<file path="config.mk">
export PLATFORM = sky130hd
export DESIGN_NAME = flood_reveal
export DESIGN_NICKNAME = d
export VERILOG_FILES = /design/src/rtl/flood_reveal.sv
export SDC_FILE = /design/constraint.sdc
export NUM_CORES = 1
export LEC_CHECK = 0
export CAP_MARGIN = 20
export CORE_UTILIZATION = 30
export CTS_CLUSTER_SIZE = 40
export DETAILED_ROUTE_END_ITERATION = 6
export GPL_ROUTABILITY_DRIVEN = 0
export GPL_TIMING_DRIVEN = 1
export PLACE_DENSITY = 0.45
export SLEW_MARGIN = 20
export SYNTH_ARGS = -nofsm -noshare
export SYNTH_HDL_FRONTEND = slang
export SYNTH_SLANG_ARGS = --single-unit
</file>
<file path="constraint.sdc">
create_clock -name clk -period 22.6 [get_ports clk]
set_input_delay 2.26 -clock clk [delete_from_list [all_inputs] [get_ports clk]]
set_output_delay 2.26 -clock clk [all_outputs]
set_load 0.05 [all_outputs]
</file>
<file path="src/rtl/flood_reveal.sv">
// flood_reveal: reveal/flag controller for an 8x8 mine board.
// A reveal of a safe hidden cell is expanded with a LIFO flood fill. Each
// popped cell with zero adjacent mines is expanded over its 8 neighbours,
// one neighbour per cycle, in a fixed order.
//
// state     | meaning
// ----------+--------------------------------------------------------------
// IDLE      | waiting for a command (cmd_ready = 1)
// POP       | pop and reveal top of stack; with an empty stack, finish
// EXPAND    | visit neighbour slot_q of cur_q, push it if eligible
// LOST      | a mine was revealed; terminal until reset
// WON       | every safe cell is revealed; terminal until reset
module flood_reveal (
    input  logic        clk,
    input  logic        rst,
    input  logic        cmd_valid,
    output logic        cmd_ready,
    input  logic        flag,
    input  logic [2:0]  pos_x,
    input  logic [2:0]  pos_y,
    input  logic [63:0] mine_map,
    output logic [63:0] revealed,
    output logic [63:0] flagged,
    output logic        busy,
    output logic        done,
    output logic        lost,
    output logic        won,
    output logic [6:0]  reveal_cnt
);

    localparam logic [2:0] ST_IDLE   = 3'd0;
    localparam logic [2:0] ST_POP    = 3'd1;
    localparam logic [2:0] ST_EXPAND = 3'd2;
    localparam logic [2:0] ST_LOST   = 3'd3;
    localparam logic [2:0] ST_WON    = 3'd4;

    // Neighbour of idx in slot order; returns {in_bounds, ny, nx}.
    // Offsets are added as 4-bit values (4'hF = -1), so both x=0,dx=-1 and
    // x=7,dx=+1 land with bit 3 set, which marks the neighbour off-board.
    function automatic logic [6:0] nbr_of(input logic [5:0] idx, input logic [2:0] slot);
        logic [3:0] dx;
        logic [3:0] dy;
        logic [3:0] nx;
        logic [3:0] ny;
        dx = 4'h0;
        dy = 4'h0;
        case (slot)
            3'd0: begin dy = 4'hF; dx = 4'hF; end
            3'd1: begin dy = 4'hF; dx = 4'h0; end
            3'd2: begin dy = 4'hF; dx = 4'h1; end
            3'd3: begin dy = 4'h0; dx = 4'hF; end
            3'd4: begin dy = 4'h0; dx = 4'h1; end
            3'd5: begin dy = 4'h1; dx = 4'hF; end
            3'd6: begin dy = 4'h1; dx = 4'h0; end
            3'd7: begin dy = 4'h1; dx = 4'h1; end
            default: begin dy = 4'h0; dx = 4'h0; end
        endcase
        nx = {1'b0, idx[2:0]} + dx;
        ny = {1'b0, idx[5:3]} + dy;
        return {~(nx[3] | ny[3]), ny[2:0], nx[2:0]};
    endfunction

    logic [2:0]  state_q, state_d;
    logic [63:0] revealed_q, revealed_d;
    logic [63:0] flagged_q, flagged_d;
    logic [63:0] queued_q, queued_d;
    logic [6:0]  sp_q, sp_d;
    logic [6:0]  cnt_q, cnt_d;
    logic [5:0]  cur_q, cur_d;
    logic [2:0]  slot_q, slot_d;
    logic        done_q, done_d;
    logic        lost_q, lost_d;
    logic        won_q, won_d;

    logic [5:0]  stack_mem [64];
    logic        push_en;
    logic [5:0]  push_idx;

    logic [5:0]  top_idx;
    logic [3:0]  adj_cnt;
    logic [6:0]  adj_nbr;
    logic [6:0]  exp_nbr;
    logic [5:0]  exp_idx;
    logic        exp_push;
    logic [5:0]  cmd_idx;
    logic [6:0]  mine_cnt;
    logic [6:0]  safe_cnt;

    assign top_idx  = stack_mem[sp_q[5:0] - 6'd1];
    assign cmd_idx  = {pos_y, pos_x};
    assign mine_cnt = 7'($countones(mine_map));
    assign safe_cnt = 7'd64 - mine_cnt;

    // Adjacent-mine count of the cell about to be popped.
    always_comb begin
        adj_cnt = 4'd0;
        adj_nbr = 7'd0;
        for (int s = 0; s < 8; s++) begin
            adj_nbr = nbr_of(top_idx, 3'(s));
            if (adj_nbr[6] && mine_map[adj_nbr[5:0]]) begin
                adj_cnt = adj_cnt + 4'd1;
            end
        end
    end

    // Eligibility of the neighbour visited in the current EXPAND slot.
    always_comb begin
        exp_nbr  = nbr_of(cur_q, slot_q);
        exp_idx  = exp_nbr[5:0];
        exp_push = exp_nbr[6] && !revealed_q[exp_idx] && !flagged_q[exp_idx]
                   && !mine_map[exp_idx] && !queued_q[exp_idx];
    end

    // Next-state logic for the command handler and flood fill.
    always_comb begin
        state_d    = state_q;
        revealed_d = revealed_q;
        flagged_d  = flagged_q;
        queued_d   = queued_q;
        sp_d       = sp_q;
        cnt_d      = cnt_q;
        cur_d      = cur_q;
        slot_d     = slot_q;
        done_d     = 1'b0;
        lost_d     = lost_q;
        won_d      = won_q;
        push_en    = 1'b0;
        push_idx   = 6'd0;

        case (state_q)
            ST_IDLE: begin
                if (cmd_valid) begin
                    if (flag) begin
                        if (!revealed_q[cmd_idx]) begin
                            flagged_d[cmd_idx] = ~flagged_q[cmd_idx];
                        end
                        done_d = 1'b1;
                    end else if (flagged_q[cmd_idx] || revealed_q[cmd_idx]) begin
                        done_d = 1'b1;
                    end else if (mine_map[cmd_idx]) begin
                        revealed_d[cmd_idx] = 1'b1;
                        lost_d              = 1'b1;
                        done_d              = 1'b1;
                        state_d             = ST_LOST;
                    end else begin
                        push_en           = 1'b1;
                        push_idx          = cmd_idx;
                        sp_d              = sp_q + 7'd1;
                        queued_d[cmd_idx] = 1'b1;
                        state_d           = ST_POP;
                    end
                end
            end

            ST_POP: begin
                if (sp_q != 7'd0) begin
                    revealed_d[top_idx] = 1'b1;
                    cnt_d               = cnt_q + 7'd1;
                    sp_d                = sp_q - 7'd1;
                    cur_d               = top_idx;
                    if (adj_cnt == 4'd0) begin
                        slot_d  = 3'd0;
                        state_d = ST_EXPAND;
                    end
                end else begin
                    // Empty stack in POP is the finish cycle.
                    queued_d = 64'd0;
                    done_d   = 1'b1;
                    if (cnt_q == safe_cnt) begin
                        won_d   = 1'b1;
                        state_d = ST_WON;
                    end else begin
                        state_d = ST_IDLE;
                    end
                end
            end

            ST_EXPAND: begin
                if (exp_push) begin
                    push_en           = 1'b1;
                    push_idx          = exp_idx;
                    sp_d              = sp_q + 7'd1;
                    queued_d[exp_idx] = 1'b1;
                end
                slot_d = slot_q + 3'd1;
                // POP with an empty stack finishes, so always return there.
                if (slot_q == 3'd7) begin
                    state_d = ST_POP;
                end
            end

            ST_LOST, ST_WON: begin
                state_d = state_q;
            end

            default: begin
                state_d = ST_IDLE;
            end
        endcase
    end

    // Control and board state registers, cleared asynchronously.
    always_ff @(posedge clk or posedge rst) begin
        if (rst) begin
            state_q    <= ST_IDLE;
            revealed_q <= 64'd0;
            flagged_q  <= 64'd0;
            queued_q   <= 64'd0;
            sp_q       <= 7'd0;
            cnt_q      <= 7'd0;
            cur_q      <= 6'd0;
            slot_q     <= 3'd0;
            done_q     <= 1'b0;
            lost_q     <= 1'b0;
            won_q      <= 1'b0;
        end else begin
            state_q    <= state_d;
            revealed_q <= revealed_d;
            flagged_q  <= flagged_d;
            queued_q   <= queued_d;
            sp_q       <= sp_d;
            cnt_q      <= cnt_d;
            cur_q      <= cur_d;
            slot_q     <= slot_d;
            done_q     <= done_d;
            lost_q     <= lost_d;
            won_q      <= won_d;
        end
    end

    // LIFO storage; contents are meaningless once sp_q is cleared.
    always_ff @(posedge clk) begin
        if (push_en) begin
            stack_mem[sp_q[5:0]] <= push_idx;
        end
    end

    assign cmd_ready  = (state_q == ST_IDLE);
    assign busy       = (state_q == ST_POP) || (state_q == ST_EXPAND);
    assign done       = done_q;
    assign lost       = lost_q;
    assign won        = won_q;
    assign revealed   = revealed_q;
    assign flagged    = flagged_q;
    assign reveal_cnt = cnt_q;

endmodule

</file>
After elaboration in Yosys (flattened, before gate mapping)
Memories as Yosys holds them, arrays and structs flattened.
Cells that the tools add are included.
{"block": "word_totals", "wordCells": 284, "mem_bits_rw": 384, "n_memories": 2, "out_inout_bits": 140, "rom_bits": 64, "input_bits": 74, "ff_bits": 221}
{"name": "stack_mem", "words": 64, "word_bits": 6, "read_ports": 1, "rd_ports_with_merged_regs": 0, "write_ports": 1, "line": "75", "text": "logic [5:0] stack_mem [64];"}
{"name": "(no name shown)", "words": 8, "word_bits": 8, "read_ports": 1, "rd_ports_with_merged_regs": 0, "write_ports": 0, "line": "47", "text": "case (slot)"}
{"block": "op_classes", "n_bitwise": 24, "reduce_logical": 37, "n_eq_ne": 17, "n_addsub": 82, "mux": 97, "magnitude_cmp": 14}
{"cell": "$mux W64", "count": 11}
{"cell": "$or A64 B64 Y64", "count": 4}
{"cell": "$pmux W64 S3", "count": 1}
{"cell": "$pmux W64 S2", "count": 1}
{"cell": "$bmux W1 S6", "count": 15}
{"cell": "$lt A6 B7 Y1 const B", "count": 11}
{"cell": "$add A1 B1 Y2", "count": 32}
{"cell": "$bwmux W64", "count": 1}
{"cell": "$add A2 B2 Y3", "count": 16}
{"cell": "$mux W7", "count": 6}
{"cell": "$add A3 B3 Y4", "count": 8}
{"cell": "$mux W1", "count": 31}
{"cell": "$mux W6", "count": 5}
{"cell": "$add A4 B1 Y4 const B", "count": 7}
{"cell": "$mux W4", "count": 7}
{"cell": "$mux W3", "count": 9}
{"cell": "$pmux W7 S3", "count": 1}
{"cell": "$add A4 B4 Y5", "count": 4}
{"cell": "$demux W1 S6", "count": 3}
{"cell": "$ge A6 B1 Y1 const B", "count": 3}
{"cell": "$ne A2 B2 Y1 const B", "count": 9}
{"cell": "$logic_and A1 B1 Y1", "count": 15}
{"cell": "$not A1 Y1", "count": 15}
{"cell": "$add A7 B1 Y7 const B", "count": 2}
{"cell": "other kinds (35)", "count": 54}

Depth between registers and ports, before layout
An unclocked memory read counts as a cell.
{"block": "logic_depth", "ltp_word": 25, "depth_mapped": 48, "ltp_nobuf": 39}

Worst setup path before layout
Ideal clock, no wire load.
{"block": "synth_timing", "kind": "reg-to-reg", "start": "register sp_q[0]", "end": "register slot_q[1]", "n_path_buf": 9, "path_stages_with_launch": 43, "t_required_ns": 22.471, "arrival_ns": 9.982, "setup_time_ns": 0.129, "setup_slack_ns": 12.489, "synth_period_minus_slack_ns": 10.111, "path_cell_list": "dfrtp_1 -> buf_4 -> inv_2 -> buf_1 -> ha_1 -> buf_4 -> nand2b_1 -> a2111oi_2 -> o21ai_0 -> and4_4 -> mux2i_4 -> buf_12 -> buf_6 -> buf_4 -> buf_2 -> ha_1 -> clkbuf_1 -> clkbuf_1 -> (+7 left out) -> mux2_2 -> ha_1 -> nor2_1 -> nor2_1 -> ha_1 -> nand2_1 -> a21o_1 -> o31ai_1 -> ha_1 -> mux2_2 -> ha_1 -> or2_2 -> nor2b_1 -> mux2i_1 -> nor4b_1 -> o31ai_2 -> a21oi_2 -> o31ai_1"}
{"block": "synth_between", "elab_chain_len": 24, "elab_cells_between_ends": 62, "classes_between": "add/sub: 12; eq/ne: 2; mux: 24; bitwise: 12; reduce/logical: 11; memory: 1"}
{"item": "start: declaration", "line": "67", "text": "logic [6:0] sp_q, sp_d;"}
{"item": "start signal: assignment", "line": "221", "text": "sp_q <= sp_d;"}
{"item": "$sub A6 B1 Y6", "line": "89", "text": "assign top_idx = stack_mem[sp_q[5:0] - 6'd1];"}
{"item": "$mem_v2 Z64 W6"}
{"item": "$add A3 B4 Y4 (on tied branches)", "line": "58, 59"}
{"item": "$bmux W1 S6 or $or A1 B1 Y1 (tied branches)", "line": "100, 60"}
{"item": "$mux W1 (implied by the code) or $not A1 Y1 (tied branches)", "line": "100, 60"}
{"item": "$logic_and A1 B1 Y1", "line": "100", "text": "if (adj_nbr[6] && mine_map[adj_nbr[5:0]]) begin"}
{"item": "$mux W1", "line": "100"}
{"item": "$add A4 B1 Y4", "line": "101", "text": "adj_cnt = adj_cnt + 4'd1;"}
{"item": "(+8 left out)"}
{"item": "$mux W4", "line": "100"}
{"item": "$add A4 B1 Y4", "line": "101"}
{"item": "$mux W4", "line": "100"}
{"item": "$add A4 B1 Y4", "line": "101"}
{"item": "$mux W4", "line": "100"}
{"item": "$logic_not A4 Y1", "line": "161", "text": "if (adj_cnt == 4'd0) begin"}
{"item": "$ne A2 B2 Y1 (no source line)"}
{"item": "$reduce_and A3 Y1 (no source line) *"}
{"item": "end signal: assignment", "line": "224", "text": "slot_q <= slot_d;"}
{"item": "end: declaration", "line": "70", "text": "logic [2:0] slot_q, slot_d;"}
Every way passes the cells marked *; elsewhere a longest branch is shown, timed or not. The select of a mux whose other input is x is not followed.
A chain may end at the register's enable or synchronous reset.

Worst setup path after layout
Same ends and word-level chain as after synthesis.

==> impl_metrics.py <==
metrics = {
    "global_routing": {
        "grt_pass1_vias": 26430,
        "grt_pass1_wl_um": 198100,
        "antenna_found_initial": 0,
        "grt_overflow": 0,
        "grt_max_degree": 93,
        "grt_usage": 0.2435,
    },
    "sta": {
        "slew_violations": 0,
        "skew_ps": 47.36,
        "tns_ps": 0,
        "tightest_slew_ps": 1180,
        "setup_viol": 0,
        "slew_headroom": 0.2104,
        "layout_min_cycle_time_ps": 13820,
        "fmax_mhz": 72.34,
        "fin_crit_sh": 0.6117,
        "grt_setup_unrepaired": "false",
        "hold_viol_final": 0,
    },
    "cts": {
        "clkTransAtPathRegs_ps": 60,
        "cts_hold_buf": 0,
        "cts_tree": "yes",
        "cts_made_buffers": 71,
        "root_buffer": "clkbuf_16",
        "cts_sinks": 605,
        "cts_post_setup_buffers_inserted": 0,
        "clk_path_buf_depth": 3,
        "clk_latency_ps": 660,
        "ctsHtreeMaxLevel": 3,
        "post_cts_resized": 0,
    },
    "synth": {
        "syn_nets": 3010,
        "ys_seq_area_frac": 0.5089,
        "ys_ff_latch": 605,
        "synth_cells": 2787,
        "netlist-cell-type-count": 97,
        "yosysWarnings": 0,
        "synthFlopType": "edfxtp_1",
        "ys_async_sr_fraction": 0.3653,
        "synth_edf_count": 384,
        "syn_area_mm2": 0.03353,
        "syn_area_per_cell_um2": 12.03,
    },
    "critical_path": {
        "required_ps": 23070,
        "cp_slowest_stage_delay_ps": 1120,
        "crit_top_cell": "ha_1",
        "critPathCaptureType": "register",
        "path_class": "register to register",
        "cp_slowest_cell": "ha_4",
        "reg2reg_depth": 37,
        "crit_fanout": 67,
        "cp-start-kind": "register",
        "crit_arrival_ps": 14300,
    },
    "detailed_routing": {
        "met1Wirelength_um": 55510,
        "postRouteAntennaNets": 0,
        "first_pass_iters": 7,
        "wl_um": 139800,
        "met2_wirelength_um": 62960,
        "highest_layer": "met4",
        "viasPerCell": 5.907,
        "drt_iter0_drc": 3166,
        "wire_per_inst_um": 31.06,
        "wl_met3_um": 12580,
        "via_count": 26580,
        "drc": 7,
    },
    "die": {
        "io_pins": 214,
        "die_area_mm2": 0.1131,
        "rows": 122,
        "die_h_um": 336.3,
        "initial_core_util": 0.3030,
        "core_mm2": 0.1107,
        "die_w_um": 336.3,
    },
    "run_status": {
        "violations": "DRC",
        "status": "finished with violations",
    },
    "cells_and_area": {
        "num_antenna_cells": 0,
        "fin_util": 0.3603,
        "nets": 3183,
        "area_growth_pct": 18.92,
        "drive_gt1_frac": 0.1348,
    },
    "job": {
        "maxCapViolCount": 0,
    },
    "placement": {
        "portBuffers": 213,
        "post-dp-hpwl_um": 95500,
    },
    "worst_hold_path": {
        "hold_class": "register to register",
        "hold_depth": 1,
    },
}
[sequential cells by signal, summed over array words and instances, names as in the netlist]
name and count:
cur_q 6, done 1, flagged 64, lost 1, queued_q 64, reveal_cnt 7
revealed 64, slot_q 3, sp_q 7, stack_mem 384, state_q 3, won 1
[path summary, 6_finish.rpt]
check                           slack, ps          end     from
worst max-delay path                 8780    slot_q[1]  sp_q[0]
worst min-delay path                  460          won      won
worst max register to register       8780    slot_q[1]  sp_q[0]
worst min register to register        460          won      won
max in group asynchronous           19140  flagged[33]      rst
min in group asynchronous            2050          won      rst
[per-stage QoR]
stage | worst slack [ps] | hold WS (ps) | area (µm²) | cells
2_1_floorplan | 12490 | 436.6 | 33530 | 2787
3_3_place_gp | 9494 | 460.8 | 37390 | 4375
3_5_place_dp | 9114 | 457.4 | 37410 | 4375
4_1_cts | 9078 | 472.9 | 39850 | 4500
5_1_grt | 7935 | 483.1 | 39870 | 4500
6_report | 8776 | 464.9 | 39870 | 4500
[logic make-up after synthesis]
logic type / synth area share
muxes: 0.1390
and+or+nand+nor: 0.09643
xor gates and xnor gates: 0.01564
adders and majority gates: 0.06814
AOI/OAI and AO/OA: 0.1320
DFF: 0.5089
buffers and inverters: 0.03989
[worst max-delay path, delay by kind of cell, from the launching register on]
kind	cells	cell delay [ps]
adders and majority gates	7	3210
DFF	1	1000
and+or+nand+nor	9	2600
muxes	7	2250
AOI/OAI and AO/OA	9	1770
buffers and inverters	5	2730
[routing by layer]
| layer | up-vias | track usage |
|---|---|---|
| met5 | - | 0 |
| met4 | 0 | 0.1319 |
| met3 | 487 | 0.05957 |
| met2 | 1583 | 0.3788 |
| met1 | 13520 | 0.3111 |
| li1 | 11000 | - |
[final cells by class]
cell class | instances | area (µm²)
clock buffers | 87 | 1908
clock inverters | 38 | 540.5
fillers | 10790 | 70800
inverters | 141 | 536.8
multi-input cells | 1866 | 15360
flip-flops and latches | 605 | 17070
well taps | 1488 | 1862
repair buffers | 275 | 2601
[cells in the final DEF, fill, tap and decap left out, drive strengths merged, types with 72 or more instances in the layout]
cell type,count
nand3,72
mux2i,145
clkdlybuf4s50,213
o22ai,103
mux2,83
mux4,100
nor2,253
clkbuf,87
edfxtp,384
a21oi,104
ha,93
inv,139
a22oi,86
nand2,203
dfrtp,221
[cells in the mapped netlist (7+ instances only)]
master,n,area [µm²]
ha_1,93,1164
mux4_2,97,2185
a22o_1,18,157.7
o32ai_1,13,113.9
o41ai_1,30,262.8
and2_1,7,43.79
mux2_2,83,934.7
a21o_1,47,352.8
nand4_1,38,237.7
buf_1,23,86.33
a2111oi_0,13,113.9
buf_2,33,165.2
a22oi_1,86,645.6
o21bai_1,30,225.2
a21oi_1,103,515.5
a31oi_1,24,150.1
buf_4,15,112.6
o22ai_1,102,638.1
nor2_1,253,949.7
o31ai_1,24,180.2
fa_1,56,1121
or3_1,13,81.33
xnor2_1,29,254.0
o2111ai_1,17,148.9
o21ai_0,43,215.2
nand2_1,203,762.0
clkbuf_1,98,367.9
nor4_1,17,106.4
nor3_1,51,255.2
mux2i_1,144,1441
inv_1,137,514.2
a221oi_1,18,157.7
and3_1,12,75.07
dfrtp_1,221,5530
xor2_1,15,131.4
nand2b_1,7,43.79
nor2b_1,11,68.82
edfxtp_1,384,11530
nand3_1,71,355.3
Power is not shown: default switching activity piles up to over one toggle a cycle in this logic, so the estimate is an artifact.
